## config.mk

```make
export PLATFORM = sky130hd
export DESIGN_NAME = uart_tx
export DESIGN_NICKNAME = d
export VERILOG_FILES = /design/src/rtl/uart_tx.sv
export SDC_FILE = /design/constraint.sdc
export NUM_CORES = 1
export LEC_CHECK = 0
export ABC_AREA = 0
export CELL_PAD_IN_SITES_DETAIL_PLACEMENT = 1
export CELL_PAD_IN_SITES_GLOBAL_PLACEMENT = 2
export CORE_MARGIN = 10
export CORE_UTILIZATION = 32
export DETAILED_ROUTE_END_ITERATION = 8
export PLACE_DENSITY = 0.8
export SYNTH_ARGS = -nofsm -noshare
export SYNTH_HDL_FRONTEND = slang
export SYNTH_SLANG_ARGS = --single-unit
```

## constraint.sdc

```tcl
create_clock -name i_clk -period 2 [get_ports i_clk]
set_input_delay 0.5 -clock i_clk [delete_from_list [all_inputs] [get_ports i_clk]]
set_output_delay 0.5 -clock i_clk [all_outputs]
set_load 0.03 [all_outputs]
```

## src/rtl/uart_tx.sv

```systemverilog
// uart_tx - serial UART transmitter.
//
// Takes a word on a one-cycle tx_start strobe and sends it out LSB-first:
// start bit, DBIT data bits, an optional parity bit, then a stop period.
// Each start/data/parity bit lasts 16 s_ticks and the stop period lasts
// SB_TICK s_ticks. A one-cycle tx_done_tick marks the end of the frame.
//
// Optional feature: define UART_TX_PARITY_EN to insert an even-parity bit
// between the last data bit and the stop period.
//
// Parameters:
//   DBIT     data bits per frame (5..9)
//   SB_TICK  stop period in s_ticks (16 = 1, 24 = 1.5, 32 = 2 stop bits)
//
// Ports:
//   i_clk         system clock, rising edge
//   i_reset       synchronous active-high reset
//   s_tick        16x oversampling tick from the baud generator
//   tx_start      one-cycle send request, honoured only in IDLE
//   data_in       word to send, sampled on the accepted tx_start cycle
//   tx            serial line, registered, idles high
//   tx_busy       high from the cycle after acceptance through tx_done_tick
//   tx_done_tick  one-cycle pulse on the final stop tick
//
// state  | meaning
// -------+-------------------------------------------------
// IDLE   | line high, waiting for tx_start
// START  | line low for 16 ticks
// DATA   | line = b[0], 16 ticks per bit, shift after each
// PARITY | line = even parity of the word, 16 ticks
// STOP   | line high for SB_TICK ticks, then done pulse
module uart_tx #(
  parameter int DBIT    = 8,
  parameter int SB_TICK = 16
) (
  input  logic            i_clk,
  input  logic            i_reset,
  input  logic            s_tick,
  input  logic            tx_start,
  input  logic [DBIT-1:0] data_in,
  output logic            tx,
  output logic            tx_busy,
  output logic            tx_done_tick
);

  localparam int SW = (SB_TICK > 16) ? $clog2(SB_TICK) : 4;
  localparam int NW = (DBIT > 1) ? $clog2(DBIT) : 1;

  localparam logic [SW-1:0] S_BIT_LAST  = SW'(15);
  localparam logic [SW-1:0] S_STOP_LAST = SW'(SB_TICK - 1);
  localparam logic [NW-1:0] N_LAST      = NW'(DBIT - 1);

  typedef enum logic [2:0] {
    IDLE,
    START,
    DATA,
    PARITY,
    STOP
  } state_t;

  state_t          state_q, state_d;
  logic [SW-1:0]   s_q, s_d;
  logic [NW-1:0]   n_q, n_d;
  logic [DBIT-1:0] b_q, b_d;
  logic            tx_q, tx_d;
`ifdef UART_TX_PARITY_EN
  logic            p_q, p_d;
`endif

  always_ff @(posedge i_clk) begin
    if (i_reset) begin
      state_q <= IDLE;
      s_q     <= '0;
      n_q     <= '0;
      b_q     <= '0;
      tx_q    <= 1'b1;
`ifdef UART_TX_PARITY_EN
      p_q     <= 1'b0;
`endif
    end else begin
      state_q <= state_d;
      s_q     <= s_d;
      n_q     <= n_d;
      b_q     <= b_d;
      tx_q    <= tx_d;
`ifdef UART_TX_PARITY_EN
      p_q     <= p_d;
`endif
    end
  end

  // tx_d is a function of the current state, so the line follows the state
  // register by one clock; every bit is shifted equally and keeps its length.
  always_comb begin
    state_d      = state_q;
    s_d          = s_q;
    n_d          = n_q;
    b_d          = b_q;
    tx_d         = 1'b1;
    tx_done_tick = 1'b0;
`ifdef UART_TX_PARITY_EN
    p_d          = p_q;
`endif
    case (state_q)
      IDLE: begin
        tx_d = 1'b1;
        // a tick arriving with tx_start is not counted toward the start bit
        if (tx_start) begin
          state_d = START;
          s_d     = '0;
          b_d     = data_in;
`ifdef UART_TX_PARITY_EN
          p_d     = ^data_in;
`endif
        end
      end
      START: begin
        tx_d = 1'b0;
        if (s_tick) begin
          if (s_q == S_BIT_LAST) begin
            state_d = DATA;
            s_d     = '0;
            n_d     = '0;
          end else begin
            s_d = s_q + SW'(1);
          end
        end
      end
      DATA: begin
        tx_d = b_q[0];
        if (s_tick) begin
          if (s_q == S_BIT_LAST) begin
            s_d = '0;
            b_d = b_q >> 1;
            if (n_q == N_LAST) begin
`ifdef UART_TX_PARITY_EN
              state_d = PARITY;
`else
              state_d = STOP;
`endif
            end else begin
              n_d = n_q + NW'(1);
            end
          end else begin
            s_d = s_q + SW'(1);
          end
        end
      end
`ifdef UART_TX_PARITY_EN
      PARITY: begin
        tx_d = p_q;
        if (s_tick) begin
          if (s_q == S_BIT_LAST) begin
            state_d = STOP;
            s_d     = '0;
          end else begin
            s_d = s_q + SW'(1);
          end
        end
      end
`endif
      STOP: begin
        tx_d = 1'b1;
        if (s_tick) begin
          if (s_q == S_STOP_LAST) begin
            state_d = IDLE;
            s_d     = '0;
            // an abandoned frame must never report completion
            tx_done_tick = ~i_reset;
          end else begin
            s_d = s_q + SW'(1);
          end
        end
      end
      default: begin
        state_d = IDLE;
      end
    endcase
  end

  assign tx      = tx_q;
  assign tx_busy = (state_q != IDLE);

endmodule
```

# [Word level (Yosys, flattened, before mapping)]
# Cells that the tools add are included.
# Widths: inputs -> output; s select.
[op_classes] bitwise_logic=1 addsub=2 mux=25 reduce_logical=10 n_eq_ne=15
[op_table] op="$mux 3" n=11
[op_table] op="$mux 8" n=3
[op_table] op="$ne 2x2->1 const B" n=9
[op_table] op="$pmux 8 s2" n=1
[op_table] op="$mux 4" n=3
[op_table] op="$pmux 3 s4" n=1
[op_table] op="$pmux 4 s2" n=1
[op_table] op="$reduce_and 8->1" n=1
[op_table] op="$eq 3x3->1 const B" n=2
[op_table] op="$pmux 3 s2" n=1
[op_table] op="$reduce_and 6->1" n=1
[op_table] op="$reduce_bool 2->1" n=3
[op_table] op="$add 4x1->4 const B" n=1
[op_table] op="$eq 4x4->1 const B" n=1
[op_table] op="$reduce_and 4->1" n=1
[op_table] op="$add 3x1->3 const B" n=1
[op_table] op="$eq 3x1->1 const B" n=1
[op_table] op="$eq 3x2->1 const B" n=1
[op_table] op="$logic_not 3->1" n=1
[op_table] op="$mux 1" n=3
[op_table] op="$reduce_and 3->1" n=1
[op_table] op="$reduce_bool 3->1" n=1
[op_table] op="$reduce_or 3->1" n=1
[op_table] op="$ne 2x1->1 const B" n=1
[op_table] op="other kinds (2)" n=2
[word_totals] output_inout_bits=3 reg_bits=19 in_bits=12 elab_cells=58

# [Depth between registers and ports, before layout]
[depth] ltp_word=5 mapped_depth=6 depth_no_buf=6

# [Least setup slack after synthesis]
# No wires, ideal clock.
[synth_timing] kind="register to output" startpoint="register s_q[0]" endpoint="output port tx_done_tick" slack_ns=-0.267 required_ns=1.500 stages_incl_launch_ff=4 path_buffers=0 arrival_ns=1.767 path_cell_list="dfxtp_1 > ha_1 > nand4_1 > nor4_1"
[synth_via] elab_chain_len=4
[synth_rtl] element="start, declared" line="62" text="logic [SW-1:0] s_q, s_d;"
[synth_rtl] element="start signal, assigned" line="73" text="s_q <= '0;"
[synth_rtl] element="start signal, assigned" line="82" text="s_q <= s_d;"
[synth_rtl] element="$eq 4x4->1" line="165" text="if (s_q == S_STOP_LAST) begin"
[synth_rtl] element="$mux 1" line="165"
[synth_rtl] element="$mux 1" line="164" text="if (s_tick) begin"
[synth_rtl] element="$mux 1" line="104" text="case (state_q)"
[synth_rtl] element="end, declared" line="43" text="output logic tx_done_tick"
# Every way passes these cells.

# [Worst setup path in the final report]
# Ends and elaborated chain as after synthesis.

==> results.cfg <==
[placed_design]
place_congestion = 0.699
placed_cell_area_sq_um = 1320
port_buffers = 14
pre_cts_ws_ps = -62.7
hpwl_um = 1980

[clocking]
cts-hold-fix-buffers = 0
insertion_delay_ps = 280
cts_tree = yes
cts_max_path_buffers = 2
cts_root_buf = clkbuf_4
clkSinkCount = 19
cts.clk_slew.worst_paths_ps = 110
cts_htree_levels = 1
cts_buffers = 3

[yosys]
avgSynthCellArea_sq_um = 8.85
ys_ff_latch = 19
synth.most_common_cell = dfxtp_1
synth_top_area_share = 0.358
yosys.area.top_type = dfxtp_1
yosys_most_used_dff = dfxtp_1
synth_edf_count = 0
async_flop_share = 0
synth_common_cells = 19 x dfxtp_1, 11 x nor2_1, 9 x mux2i_1
synth_seq_area_share = 0.358
syn_area_sq_um = 1060
yosysUniqueCellTypes = 34
synth_area_leaders = dfxtp_1 36%, mux2i_1 8.5%, nor2_1 3.9%, a21oi_1 3.8%, nand3_1 3.8%
synth-warning-count = 0
syn_nets = 135
synthCells = 120

[routing]
drcViolationCount = 0
ant_nets = 0
drt_wl_total_um = 2640
dr_total_vias = 972
dr.pass1.iters = 3
avgRoutedWirePerCell_um = 14.0
dr.first_iter.drc_count = 80
vias_per_cell = 5.14

[finish]
num-nets-final = 161
areaGrowthSynthToFinish_pct = 28.5
multi_input_area_sq_um = 632
ff_latch_area_sq_um = 387
n_antenna_cell = 0
fill_cells = 385
fin_area_sq_um = 1370
drive_gt1_frac = 0.221

[grt]
antenna_found_initial = 0
grt_first_pass_wirelength_um = 4670
grt_usage = 0.0893
overflow = 0
grt_max_degree = 23
grt_pass1_vias = 1040

[pwr]
p_per_area_nw_per_um2 = 524
ir_worst_vdd_uv = 254
p_leak_nw = 0.509

[timing]
worst_pin_slew_ps = 507
whs_ps = 494
layout_setup_ws_ps = 93.7
slew_headroom = 0.662
skew_ps = 1.66
fmax_ghz = 0.525
fin_crit_ps = 1910
setup_violations = 0
hold_viol = 0
finalCritPeriodShare = 0.953
maxSlewViolCount = 0

[critical_path]
crit_path_end_kind = output port
reg2regPathDepth = 7
crit_fanout = 5
r2r_end = b_q[2]
rrSetupSlack_ps = 280
worstReg2RegStart = s_q[0]
cp-start-kind = register
arrival_ps = 1410
crit_type = register to output port
cp-startpoint = s_q[0]
cp.required_ps = 1500
crit_path_end = tx_done_tick

[floorplan]
die_x_um = 77.6
ios = 15
rows = 20
dieArea_sq_um = 6020
die_h_um = 77.6
core_sq_um = 3100
start_util = 0.342

[outcome]
status = complete, no violations

[worst_hold_path]
min_path_type = register to register

[job]
maxCapViolations = 0
## repair_timing
item | 4_1_cts | 5_1_grt
setup endpoints to repair | 1 | 1
gates resized for setup | 0 | 5
buffers inserted | 0 | 1
pin swaps | 1 | 2
## routing by layer
metal,part of all wire,track usage
met1,0.51,0.118
met2,0.45,0.142
met3,0.033,0.0265
met4,0.0087,0.0146
met5,0,0
## worst max-delay path: stages, from the launching register on
cell and delay [ps]:
dfxtp_4 380, ha_1 180, nand4_1 140, nor4_2 230, buf_4 200
## per-stage QoR
step | setup TNS, ps | util | instances | power (mW)
after detailed placement | -367 | 0.426 | 184 | 0.534
after global routing | -4.76 | 0.440 | 189 | 0.759
final | 0 | 0.440 | 189 | 0.716
after CTS | 0 | 0.435 | 188 | 0.727
after floorplan | 0 | - | 120 | 0.479
after global placement | -194 | 0.426 | 184 | 0.530
## cell type report
class | count | share of cell area
sequential | 19 | 0.283
timing repair buffer | 29 | 0.183
tap | 44 | 0.0403
inverter | 4 | 0.0110
clock buffer | 4 | 0.0192
multi-input combinational | 89 | 0.463
## cell usage in the layout (no fill, tap or decap), types with 3 or more instances in the layout
cell type / count
o21ai_0: 4
a211oi_1: 5
nor2_1: 11
nand4b_1: 3
buf_4: 17
nor2_2: 3
ha_1: 3
clkbuf_4: 3
a21oi_1: 8
dfxtp_1: 16
mux2i_1: 9
nand2b_1: 5
inv_1: 4
a211oi_2: 3
nand3_1: 8
clkdlybuf4s50_1: 11
nand2_1: 3
## where the power goes
group | switching [mW] | internal (mW) | total (mW)
clock | 0.115 | 0.0773 | 0.192
sequential | 0.0149 | 0.394 | 0.409
combinational | 0.0525 | 0.0619 | 0.114
## flip-flops by register name, summed over array words and instances (netlist names)
signal / count
b_q: 8
s_q: 4
tx: 1
state_q: 3
n_q: 3
## how the worst min path moves through the flow
stage / from / endpoint / depth (start not counted)
after floorplan: n_q[1] / n_q[1] / 2
after global placement: n_q[1] / n_q[1] / 2
after detailed placement: n_q[2] / n_q[2] / 2
after CTS: n_q[2] / n_q[2] / 2
after global routing: s_q[1] / s_q[1] / 2
final: n_q[2] / n_q[2] / 2
## kinds of logic (layout without fill, tap and decap cells)
kind of cell,count (synthesis),in the layout,share of synthesized area
compound gates,26,26,0.181
fa+ha+maj,3,3,0.0353
buf+inv,12,37,0.0530
flops,19,19,0.358
mux,9,9,0.0848
simple gates,51,51,0.287
(Power assumes the default switching activity.)
